## src/rtl/instr_encoder.sv

```systemverilog
// instr_encoder: assembles MIPS instruction words and streams them into instruction memory.
module instr_encoder #(
  parameter int ADDR_W    = 8,
  parameter int BASE_ADDR = 0
) (
  input  logic              clk,
  input  logic              reset,
  input  logic              start,
  input  logic              finish,
  input  logic              in_valid,
  output logic              in_ready,
  input  logic [2:0]        kind,
  input  logic [4:0]        rs,
  input  logic [4:0]        rt,
  input  logic [4:0]        rd,
  input  logic [4:0]        shamt,
  input  logic [5:0]        funct,
  input  logic [15:0]       imm,
  input  logic [25:0]       target,
  output logic              mem_we,
  output logic [ADDR_W-1:0] mem_addr,
  output logic [31:0]       mem_wdata,
  output logic [ADDR_W:0]   count,
  output logic              busy,
  output logic              done,
  output logic              error
);
  localparam logic [1:0] IDLE = 2'd0, LOAD = 2'd1, FULL = 2'd2, DONE = 2'd3;
  localparam logic [ADDR_W-1:0] BASE = ADDR_W'(BASE_ADDR);
  logic [1:0]        state_q, state_d;
  logic [ADDR_W-1:0] ptr_q, ptr_d, addr_q;
  logic [ADDR_W:0]   count_q, count_d;
  logic              err_q, err_d, we_q;
  logic [31:0]       wdata_q, enc;
  logic [5:0]        op;
  logic              xfer, legal, wr;
  always_comb begin
    op  = kind == 3'd0 ? 6'h00 : kind == 3'd1 ? 6'h23 : kind == 3'd2 ? 6'h2b :
          kind == 3'd3 ? 6'h04 : kind == 3'd4 ? 6'h08 : 6'h02;
    enc = kind == 3'd0 ? {op, rs, rt, rd, shamt, funct} :
          kind == 3'd5 ? {op, target} : {op, rs, rt, imm};
  end
  // start outranks any handshake on the same edge
  always_comb begin
    xfer    = in_valid && in_ready;
    legal   = kind < 3'd6;
    wr      = xfer && legal && !start;
    count_d = start ? '0 : wr ? count_q + 1'b1 : count_q;
    ptr_d   = start ? BASE : wr ? ptr_q + 1'b1 : ptr_q;
    err_d   = start ? 1'b0 : (xfer && !legal) ? 1'b1 : err_q;
  end
  always_ff @(posedge clk) begin
    if (reset) state_q <= IDLE;
    else state_q <= state_d;
  end
  always_comb begin
    state_d = start ? LOAD :
              (finish && (state_q == LOAD || state_q == FULL)) ? DONE :
              (wr && count_d[ADDR_W]) ? FULL : state_q;
  end
  always_comb begin
    in_ready = state_q == LOAD && !reset;
    busy     = state_q == LOAD || state_q == FULL;
    done     = state_q == DONE;
  end
  always_ff @(posedge clk) begin
    if (reset) begin
      ptr_q   <= BASE;
      count_q <= '0;
      err_q   <= 1'b0;
      we_q    <= 1'b0;
      addr_q  <= '0;
      wdata_q <= '0;
    end else begin
      ptr_q   <= ptr_d;
      count_q <= count_d;
      err_q   <= err_d;
      we_q    <= wr;
      if (wr) begin
        addr_q  <= ptr_q;
        wdata_q <= enc;
      end
    end
  end
  assign mem_we    = we_q;
  assign mem_addr  = addr_q;
  assign mem_wdata = wdata_q;
  assign count     = count_q;
  assign error     = err_q;
endmodule

```

## config.mk

```make
export PLATFORM = sky130hd
export DESIGN_NAME = instr_encoder
export DESIGN_NICKNAME = d
export VERILOG_FILES = /design/src/rtl/instr_encoder.sv
export SDC_FILE = /design/constraint.sdc
export NUM_CORES = 1
export LEC_CHECK = 0
export ABC_AREA = 1
export CORE_MARGIN = 2
export CORE_UTILIZATION = 25
export DETAILED_ROUTE_END_ITERATION = 10
export SETUP_SLACK_MARGIN = 0.4
export SLEW_MARGIN = 15
export SYNTH_ARGS = -nofsm -noshare
export SYNTH_HDL_FRONTEND = slang
export SYNTH_SLANG_ARGS = --single-unit
```

## constraint.sdc

```tcl
create_clock -name clk -period 2.6 [get_ports clk]
set_input_delay 0.52 -clock clk [delete_from_list [all_inputs] [get_ports clk]]
set_output_delay 0.52 -clock clk [all_outputs]
set_load 0.01 [all_outputs]
```

# Word level (Yosys, flattened, before mapping)
# Index checks and enable logic that the tools add are counted.
# Widths: inputs -> output; s select.
# classes
add_sub_neg,2
n_lt_le_gt_ge,1
n_eq_ne,8
mux,12
n_reduce_logical,15
# op_table
operator,count
$mux 26,2
$mux 6,3
$mux 9,2
$add 9x1->9 const B,1
$add 8x1->8 const B,1
$mux 4,2
$logic_and 1x1->1,7
$eq 3x2->1 const B,2
$eq 3x3->1 const B,2
$eq 2x2->1 const B,2
$mux 2,2
$eq 3x1->1 const B,1
$logic_not 1->1,3
$logic_not 3->1,1
$lt 3x3->1 const B,1
$reduce_bool 3->1,1
$eq 2x1->1 const B,1
$reduce_bool 2->1,1
$reduce_or 2->1,1
$logic_or 1x1->1,1
$mux 1,1
# totals
register_bits,61
in_bits,76

# Depth between registers and ports, before layout
# Gate-level depths: netlist of run 1.
# depth
ltp_word,11
ltp_mapped,10

# Worst setup path before layout of run 1
# Ideal clock, no wire load.
# synth_timing
path_type,input-to-reg
start,input reset
end,register wdata_q[0] (netlist: mem_wdata[0])
setup_ns,0.126
arrival_time_ns,1.304
t_required_ns,2.474
slack_ns,1.169
cell_stages,7
path_buffers,3
cell_sequence,buf_6 clkinv_4 nand3_4 nor2_8 buf_8 buf_2 a31oi_1
# synth_via
elab_chain_len,5
# synth_lines
element,line,source
from (decl),7,"input logic reset,"
$logic_not 1->1,62,in_ready = state_q == LOAD && !reset;
$logic_and 1x1->1,62,
$logic_and 1x1->1,45,xfer = in_valid && in_ready;
$logic_and 1x1->1 (2 in a row),47,wr = xfer && legal && !start;
to (signal assigned),81,wdata_q <= enc;
to (decl),34,"logic [31:0] wdata_q, enc;"
# Parallel ways exist; a longest one is shown, timed or not.
# A chain may end at the register's enable or synchronous reset.

# Worst setup path in the final report of run 1
# layout_timing
start,register state_q[0]
end,output in_ready
# layout_via
elab_chain_len,2
# layout_lines
element,line,source
from (decl),30,"logic [1:0] state_q, state_d;"
from (signal assigned),54,else state_q <= state_d;
$eq 2x1->1,62,
$logic_and 1x1->1,62,
to (decl),11,"output logic in_ready,"
# Every way passes these cells.

==> results of run 1 <==
cell usage in the layout, fill, tap and decap left out, drive strengths merged:
cell / instances
clkinvlp: 1
nand3: 13
a211oi: 1
and3: 1
dlymetal6s2s: 2
nor3: 2
clkinv: 5
o21ai: 40
o21bai: 1
nand2: 97
xor2: 2
ha: 4
bufinv: 1
dfxtp: 59
clkdlybuf4s50: 126
clkbuf: 11
a21oi: 43
nand4: 4
o211ai: 16
a31oi: 16
inv: 46
nor2: 32
buf: 9
conb: 1
layout make-up:
| class | instances | share of cell area |
|---|---|---|
| well taps | 143 | 0.0392 |
| clock buffers | 11 | 0.0532 |
| multi-input cells | 273 | 0.300 |
| flip-flops and latches | 59 | 0.259 |
| clock inverters | 5 | 0.0115 |
| repair buffers | 137 | 0.297 |
| inverters | 48 | 0.0406 |
metal layers:
layer	global-route usage	part of all wire	up-vias
li1	-	-	1576
met1	0.146	0.41	1349
met2	0.248	0.50	93
met3	0.0437	0.073	18
met4	0.0584	0.024	0
met5	0	0	-
cell families (layout without fill, tap and decap cells):
family,count (synthesis),in the layout
fa+ha+maj,4,4
compound gates,117,117
other cells,1,1
simple gates,149,149
xor+xnor,2,2
flops,59,59
buf+inv,70,201
power groups by stage:
stage / clock network [mW] / logic, mW / registers, mW
after floorplan: 0 / 0.103 / 0.957
after global routing: 1.24 / 0.310 / 0.934
after detailed placement: 0 / 0.287 / 0.951
after CTS: 1.20 / 0.287 / 0.932
final: 1.18 / 0.283 / 0.933
after global placement: 0 / 0.285 / 0.951
worst min-delay path: stages, from the launching register on:
cell and delay, ns:
dfxtp_1 0.30, nand2_1 0.06, a21oi_1 0.06
registers in the layout (all words and copies together), names as in the netlist:
signal / cells
mem_we: 1
state_q: 2
mem_wdata: 30
error: 1
ptr_q: 8
count: 9
mem_addr: 8
per-stage QoR:
step / hold WS (ns) / power [mW]
after CTS: 0.478 / 2.42
after floorplan: 0.457 / 1.06
after global routing: 0.505 / 2.48
after global placement: 0.461 / 1.24
final: 0.469 / 2.39
after detailed placement: 0.470 / 1.24
how the worst max path moves through the flow:
stage,startpoint,to,slack (ns),cells past startpoint
after global routing,state_q[0],in_ready,0.42,4
after CTS,reset,in_ready,0.40,3
after global placement,reset,in_ready,0.42,3
after floorplan,reset,mem_wdata[0],1.17,7
final,state_q[0],in_ready,0.49,4
after detailed placement,kind[2],mem_wdata[12],0.38,7
==> results.yml, run 1 <==
yosys:
  synth_cell_types: 33
  ys.flop_type: "dfxtp_1"
  yosysWarnings: 0
  synthMuxAreaShare: 0
  synth_fa_ha_area_frac: 0.0174
  synth_common_cells: "nand2_1 (95), dfxtp_1 (59), inv_1 (44), a21oi_1 (43), nor2_1 (30)"
  synth_edf_count: 0
  yosys.area_share.simple: 0.224
  synth_compound_area_frac: 0.227
  synthArstFlopShare: 0
  syn_inst: 402
  yosys.area.top_type: "dfxtp_1"
  synth_top_family_by_area: "compound AO/OA/AOI/OAI gates"
  synth_top_cell_area_share: 0.410
  post-synth-top-count-cell: "nand2_1"
  synth_area_per_cell_um2: 7.16
  synth_area_mm2: 0.00288
  synth-seq-cells: 59
  synthesis.nets: 482
  yosys-top-cells-area: "dfxtp_1 (41%), nand2_1 (12%), a21oi_1 (7.5%), inv_1 (5.7%), o21ai_0 (5.0%)"
  synthXorXnorAreaFrac: 0.00609
  seq_area_frac_synth: 0.410
placement:
  dpl-instance-area_mm2: 0.00426
  dp_cells: 660
  place_ws_ns: 0.382
  io_buffers: 128
  gp_congestion: 0.785
  dp_hpwl_um: 6520
critical_path:
  critical_path_class: "register to output port"
  crit_fanout: 3
  ff2ff_setup_slack_ns: 0.90
  r2r-start: "state_q[0]"
  crit_arrival_ns: 1.59
  cpPeakStageDelay_ns: 0.54
  worstSetupEndpointType: "output port"
  reg2reg_depth: 9
  path_buf_inv: 2
  r2r_end: "ptr_q[5]"
  crit_slowest_cell: "clkdlybuf4s50_1"
  critPathTopFamily: "buffers and inverters"
  critical_path_required_ns: 2.08
  start_kind: "register"
  crit_chain: "ha_1, inv_1, nor2_1, clkdlybuf4s50_1"
power:
  sequentialPowerShare: 0.390
  pwr-share-comb: 0.118
  peakVddDrop_mv: 0.270
  power.density_mw_per_mm2: 524
  p_leak_nw: 1.85
  p_switching_mw: 0.538
  power_frac_clock: 0.492
  switching_share: 0.225
  intPower_mw: 1.85
cts:
  hold_buffers: 0
  cts-root-buf: "clkbuf_16"
  cts_buffers: 9
  h-tree-depth: 3
  cts.sinks: 59
  cts_tree: "done"
  clkTransAtPathRegs_ns: 0.05
  cts_buffer_depth: 2
  clk-insertion-delay-late_ns: 0.33
  cts_resized: 0
  postCtsSetupRepairBufs: 0
timing:
  rsz0062_at_grt: "no"
  fin_setup_tns_ns: 0
  fin_skew_ns: 0.00632
  setup-violations-final: 0
  post-route-period-util: 0.813
  max_freq_ghz: 0.473
  finalHoldViolCount: 0
  final.min_clock_period_ns: 2.11
  drv_slew: 0
  setup_slack_ns: 0.485
cells_and_area:
  num_antenna_cells: 0
  design_area_mm2: 0.00456
  syn2layout_area_growth_pct: 58.6
  nFillCells: 1172
  drive_above_1_share: 0.0657
  multiInputGateArea_mm2: 0.00137
  final_cells: 676
  utilization: 0.403
  nets: 608
  ff_latch_area_mm2: 0.00118
status:
  outcome: "completed"
floorplan:
  die_area_mm2: 0.0124
  die_w_um: 111
  fp-row-count: 39
  core_mm2: 0.0113
  io_pins: 130
  chipHeight_um: 111
  start_util: 0.254
grt:
  grt_pass1_vias: 2978
  grt_pass1_wl_um: 13800
  grt_overflow: 0
  grt_start_max_net_pins: 35
  grt_usage: 0.137
  antenna_found_initial: 0
worst_hold_path:
  min_to: "mem_wdata[27]"
  hp-class: "register to register"
  min_from: "mem_wdata[27]"
  hold-path-cell-count: 2
routing:
  ant_nets: 0
  wire_per_inst_um: 12.6
  post-route-drc-count: 0
  vias_per_cell: 4.49
  drt_wl_total_um: 8520
  drt_iter0_markers: 133
  drt-pass1-iter-count: 4
  vias: 3036
flow_run:
  timing.max_cap.violations: 0
No activity file was read; power rests on OpenSTA's default activity.
==> run 2, diff against run 1 <==
==> constraint.sdc (replaced) <==
create_clock -name clk -period 2.1 [get_ports clk]
set_input_delay 0.42 -clock clk [delete_from_list [all_inputs] [get_ports clk]]
set_output_delay 0.42 -clock clk [all_outputs]
set_load 0.01 [all_outputs]
==> results.yml, run 2 (synthesized netlist as in run 1, its figures left out) <==
timing:
  setup-violations-final: 0
  hold_slack_ns: 0.472
  post-route-period-util: 0.786
  fin_skew_ns: 0.00487
  final.min_clock_period_ns: 1.65
  setup_slack_ns: 0.449
  finalHoldViolCount: 0
  fin_setup_tns_ns: 0
  rsz0062_at_grt: "yes"
  max_freq_ghz: 0.606
  drv_slew: 0
cells_and_area:
  ff_latch_area_mm2: 0.00119
  num_antenna_cells: 0
  layout_commonest_cell: "clkdlybuf4s50_1"
  final_cells: 684
  design_area_mm2: 0.00470
  nets: 616
  syn2layout_area_growth_pct: 63.3
  mostFrequentLayoutCells: "clkdlybuf4s50_1 (115), nand2_1 (94), dfxtp_1 (54)"
  nFillCells: 1168
  utilization: 0.415
  multiInputGateArea_mm2: 0.00139
  largest_reg_flops: 30
  drive_above_1_share: 0.105
critical_path:
  cpPeakStageDelay_ns: 0.54
  crit_slowest_cell: "clkdlybuf4s50_1"
  path_buf_inv: 1
  crit_arrival_ns: 1.23
  critPathTopFamily: "buffers and inverters"
  crit_chain: "clkdlybuf4s50_1"
  crit_start: "count[3]"
  ff2ff_setup_slack_ns: 0.67
  worstSetupEndpointType: "output port"
  reg2reg_depth: 10
  start_kind: "register"
  r2r_end: "ptr_q[5]"
  crit_fanout: 5
  critical_path_class: "register to output port"
  critical_path_required_ns: 1.68
  r2r-start: "state_q[1]"
power:
  p_leak_nw: 2.03
  power_frac_clock: 0.514
  peakVddDrop_mv: 0.411
  intPower_mw: 2.45
  p_switching_mw: 0.669
  switching_share: 0.214
  power.density_mw_per_mm2: 665
  fin_total_pwr_mw: 3.12
  pwr-share-comb: 0.116
  sequentialPowerShare: 0.370
flow_run:
  timing.max_cap.violations: 0
grt:
  busiest_layer: "met2"
  grt_start_max_net_pins: 35
  grt_util_met3: 0.0459
  grt_pass1_vias: 3040
  use_met2: 0.250
  grt_pass1_wl_um: 13800
  grtUsageMet1: 0.144
  grt_usage: 0.136
  grt_overflow: 0
  antenna_found_initial: 0
routing:
  vias: 3087
  drt_iter0_markers: 75
  vias_per_cell: 4.51
  drt-pass1-iter-count: 5
  wire_per_inst_um: 12.5
  drt_wl_total_um: 8550
  ant_nets: 0
  post-route-drc-count: 0
cts:
  cts_buffer_depth: 2
  cts.sinks: 59
  hold_buffers: 0
  h-tree-depth: 3
  cts-root-buf: "clkbuf_16"
  clk-insertion-delay-late_ns: 0.32
  clkTransAtPathRegs_ns: 0.05
  cts_buffers: 9
  cts_tree: "done"
floorplan:
  start_util: 0.254
  io_pins: 130
  die_w_um: 111
  fp-row-count: 39
  core_mm2: 0.0113
  die_area_mm2: 0.0124
  chipHeight_um: 111
placement:
  dpl-instance-area_mm2: 0.00432
  place_ws_ns: 0.101
  dp_hpwl_um: 6530
  gp_congestion: 0.798
  dp_cells: 667
  io_buffers: 128
worst_hold_path:
  min_from: "mem_wdata[27]"
  min_to: "mem_wdata[27]"
  hold-path-cell-count: 2
  hp-class: "register to register"
status:
  outcome: "completed"
[run 2: layout make-up]
type | count | share of cell area
timing repair buffer | 144 | 0.302
multi-input combinational | 273 | 0.295
sequential | 59 | 0.253
clock buffer | 11 | 0.0538
inverter | 48 | 0.0402
tap | 143 | 0.0381
clock inverter | 5 | 0.0160
timing repair inverter | 1 | 0.00160
[run 2: routing by layer]
layer / routed length [um] / vias up
li1: - / 1599
met1: 3520 / 1391
met2: 4280 / 83
met3: 558 / 14
met4: 185 / 0
met5: 0 / -
[run 2: power groups by stage]
stage                     Clock [mW]  Combinational (mW)  Sequential [mW]
final                           1.60               0.363             1.16
after global routing            1.69               0.398             1.16
after CTS                       1.63               0.361             1.15
after detailed placement           0               0.363             1.18
after global placement             0               0.360             1.18
after floorplan                    0               0.128             1.18
[run 2: how the worst max path moves through the flow]
stage	endpoint	cells past startpoint
2_1_floorplan	mem_wdata[0]	7
3_3_place_gp	ptr_q[5]	10
3_5_place_dp	mem_wdata[16]	7
4_1_cts	busy	4
5_1_grt	mem_wdata[27]	9
6_report	count[3]	1
[run 2: what timing repair did]
| action | 4_1_cts | 5_1_grt |
|---|---|---|
| gates resized for setup | 13 | 20 |
| buffers inserted | 0 | 0 |
| endpoints found under the setup margin | 10 | 32 |
| cloned | 0 | 1 |
==> run 3, diff against run 2 <==
==> constraint.sdc (replaced) <==
create_clock -name clk -period 1.64 [get_ports clk]
set_input_delay 0.328 -clock clk [delete_from_list [all_inputs] [get_ports clk]]
set_output_delay 0.328 -clock clk [all_outputs]
set_load 0.01 [all_outputs]
==> results.yml, run 3 (synthesized netlist as in run 1, its figures left out) <==
status:
  outcome: "completed"
power:
  pwr-share-comb: 0.143
  power_frac_clock: 0.476
  power.density_mw_per_mm2: 737
  intPower_mw: 2.95
  p_leak_nw: 2.29
  peakVddDrop_mv: 0.495
  sequentialPowerShare: 0.380
  switching_share: 0.239
  p_switching_mw: 0.928
worst_hold_path:
  hold-path-cell-count: 2
  min_from: "mem_addr[0]"
  hp-class: "register to register"
  min_to: "mem_addr[0]"
critical_path:
  crit_chain: "clkdlybuf4s50_1, inv_2, nand2_4, nor2_8, buf_12, buf_6, and3_1, nor3_1"
  r2r-start: "state_q[1]"
  r2r_end: "count[2]"
  ff2ff_setup_slack_ns: 0.16
  path_buf_inv: 4
  crit_arrival_ns: 1.71
  cpPeakStageDelay_ns: 0.51
  crit_fanout: 7
  worstSetupEndpointType: "register"
  critical_path_required_ns: 1.86
  critical_path_class: "input pin to register"
  critPathTopFamily: "buffers and inverters"
  reg2reg_depth: 8
  start_kind: "input pin"
  crit_slowest_cell: "clkdlybuf4s50_1"
flow_run:
  timing.max_cap.violations: 0
grt:
  grt_start_max_net_pins: 35
  grt_overflow: 0
  grt_usage: 0.156
  grt_pass1_wl_um: 15500
  antenna_found_initial: 3
  grt_pass1_vias: 3090
placement:
  dp_hpwl_um: 6670
  place_ws_ns: -0.298
  gp_congestion: 0.842
  dp_cells: 680
  io_buffers: 128
cts:
  cts-root-buf: "clkbuf_16"
  cts_tree: "done"
  clkTransAtPathRegs_ns: 0.05
  h-tree-depth: 3
  clk-insertion-delay-late_ns: 0.32
  cts_buffer_depth: 2
  cts_buffers: 9
  hold_buffers: 0
  cts.sinks: 59
timing:
  rsz0062_at_grt: "yes"
  setup-violations-final: 0
  max_freq_ghz: 0.670
  post-route-period-util: 0.910
  setup_slack_ns: 0.148
  drv_slew: 0
  final.min_clock_period_ns: 1.49
  finalHoldViolCount: 0
  fin_skew_ns: 0.00622
cells_and_area:
  nets: 656
  drive_above_1_share: 0.339
  nFillCells: 1127
  mostFrequentLayoutCells: "nand2_1 (91), clkdlybuf4s50_1 (71), inv_1 (41)"
  ff_latch_area_mm2: 0.00122
  largest_reg_flops: 30
  syn2layout_area_growth_pct: 82.7
  final_cells: 726
  layout_commonest_cell: "nand2_1"
  multiInputGateArea_mm2: 0.00157
routing:
  post-route-drc-count: 0
  wire_per_inst_um: 13.9
  vias: 3289
  ant_nets: 0
  drt_wl_total_um: 10100
  drt_iter0_markers: 138
  vias_per_cell: 4.53
  drt-pass1-iter-count: 4
floorplan:
  die_w_um: 111
  chipHeight_um: 111
  core_mm2: 0.0113
  die_area_mm2: 0.0124
  io_pins: 130
  fp-row-count: 39
  start_util: 0.254
## run 3: how the worst max path moves through the flow
stage               startpoint            end  slack, ns  cells after the start
global placement       kind[1]  mem_wdata[24]      -0.23                      7
floorplan           state_q[1]       ptr_q[5]       0.36                     10
detailed placement     kind[1]  mem_wdata[25]      -0.30                      7
global route        state_q[1]       count[2]        0.1                      8
finish                   start       count[2]       0.15                      8
CTS                 state_q[1]           busy       0.19                      4
## run 3: per-stage QoR
stage	hold WS, ns	utilization	cell area, um^2	power (mW)	setup TNS [ns]
2_1_floorplan	0.457	-	2910	1.69	0
3_3_place_gp	0.464	0.400	4530	2.01	-9.45
3_5_place_dp	0.463	0.400	4530	2.01	-11.35
4_1_cts	0.469	0.453	5130	3.90	0
5_1_grt	0.487	0.464	5260	4.04	0
6_report	0.469	0.464	5260	3.88	0
## run 3: area by class of cell
class / count / area share
repair buffers: 184 / 0.338
multi-input cells: 274 / 0.299
flip-flops and latches: 59 / 0.233
clock buffers: 9 / 0.0428
inverters: 48 / 0.0386
well taps: 143 / 0.0340
clock inverters: 7 / 0.0131
diodes: 2 / 0.000952
## run 3: tightest hold or removal path: stages, from the launching register on
cell and delay, ns:
dfxtp_1 0.31, nand2_1 0.07, a21oi_1 0.05
## run 3: per-layer routing
metal | vias up | track usage | part of all wire
li1 | 1681 | - | -
met1 | 1503 | 0.174 | 0.40
met2 | 99 | 0.279 | 0.53
met3 | 4 | 0.0607 | 0.065
met4 | 2 | 0.0362 | 0.0046
met5 | - | 0 | 0.0011
## run 3: power by group through the flow
| stage | clock network (mW) | registers, mW | logic (mW) |
|---|---|---|---|
| global route | 1.96 | 1.48 | 0.600 |
| detailed placement | 0 | 1.51 | 0.498 |
| floorplan | 0 | 1.52 | 0.170 |
| CTS | 1.90 | 1.47 | 0.527 |
| finish | 1.85 | 1.47 | 0.556 |
| global placement | 0 | 1.51 | 0.495 |
## run 3: what timing repair did
| action | CTS | global route |
|---|---|---|
| gates resized for setup | 215 | 75 |
| setup endpoints to repair | 112 | 98 |
| setup buffers | 11 | 11 |
| cloned | 4 | 2 |
| pin swaps | 12 | 11 |
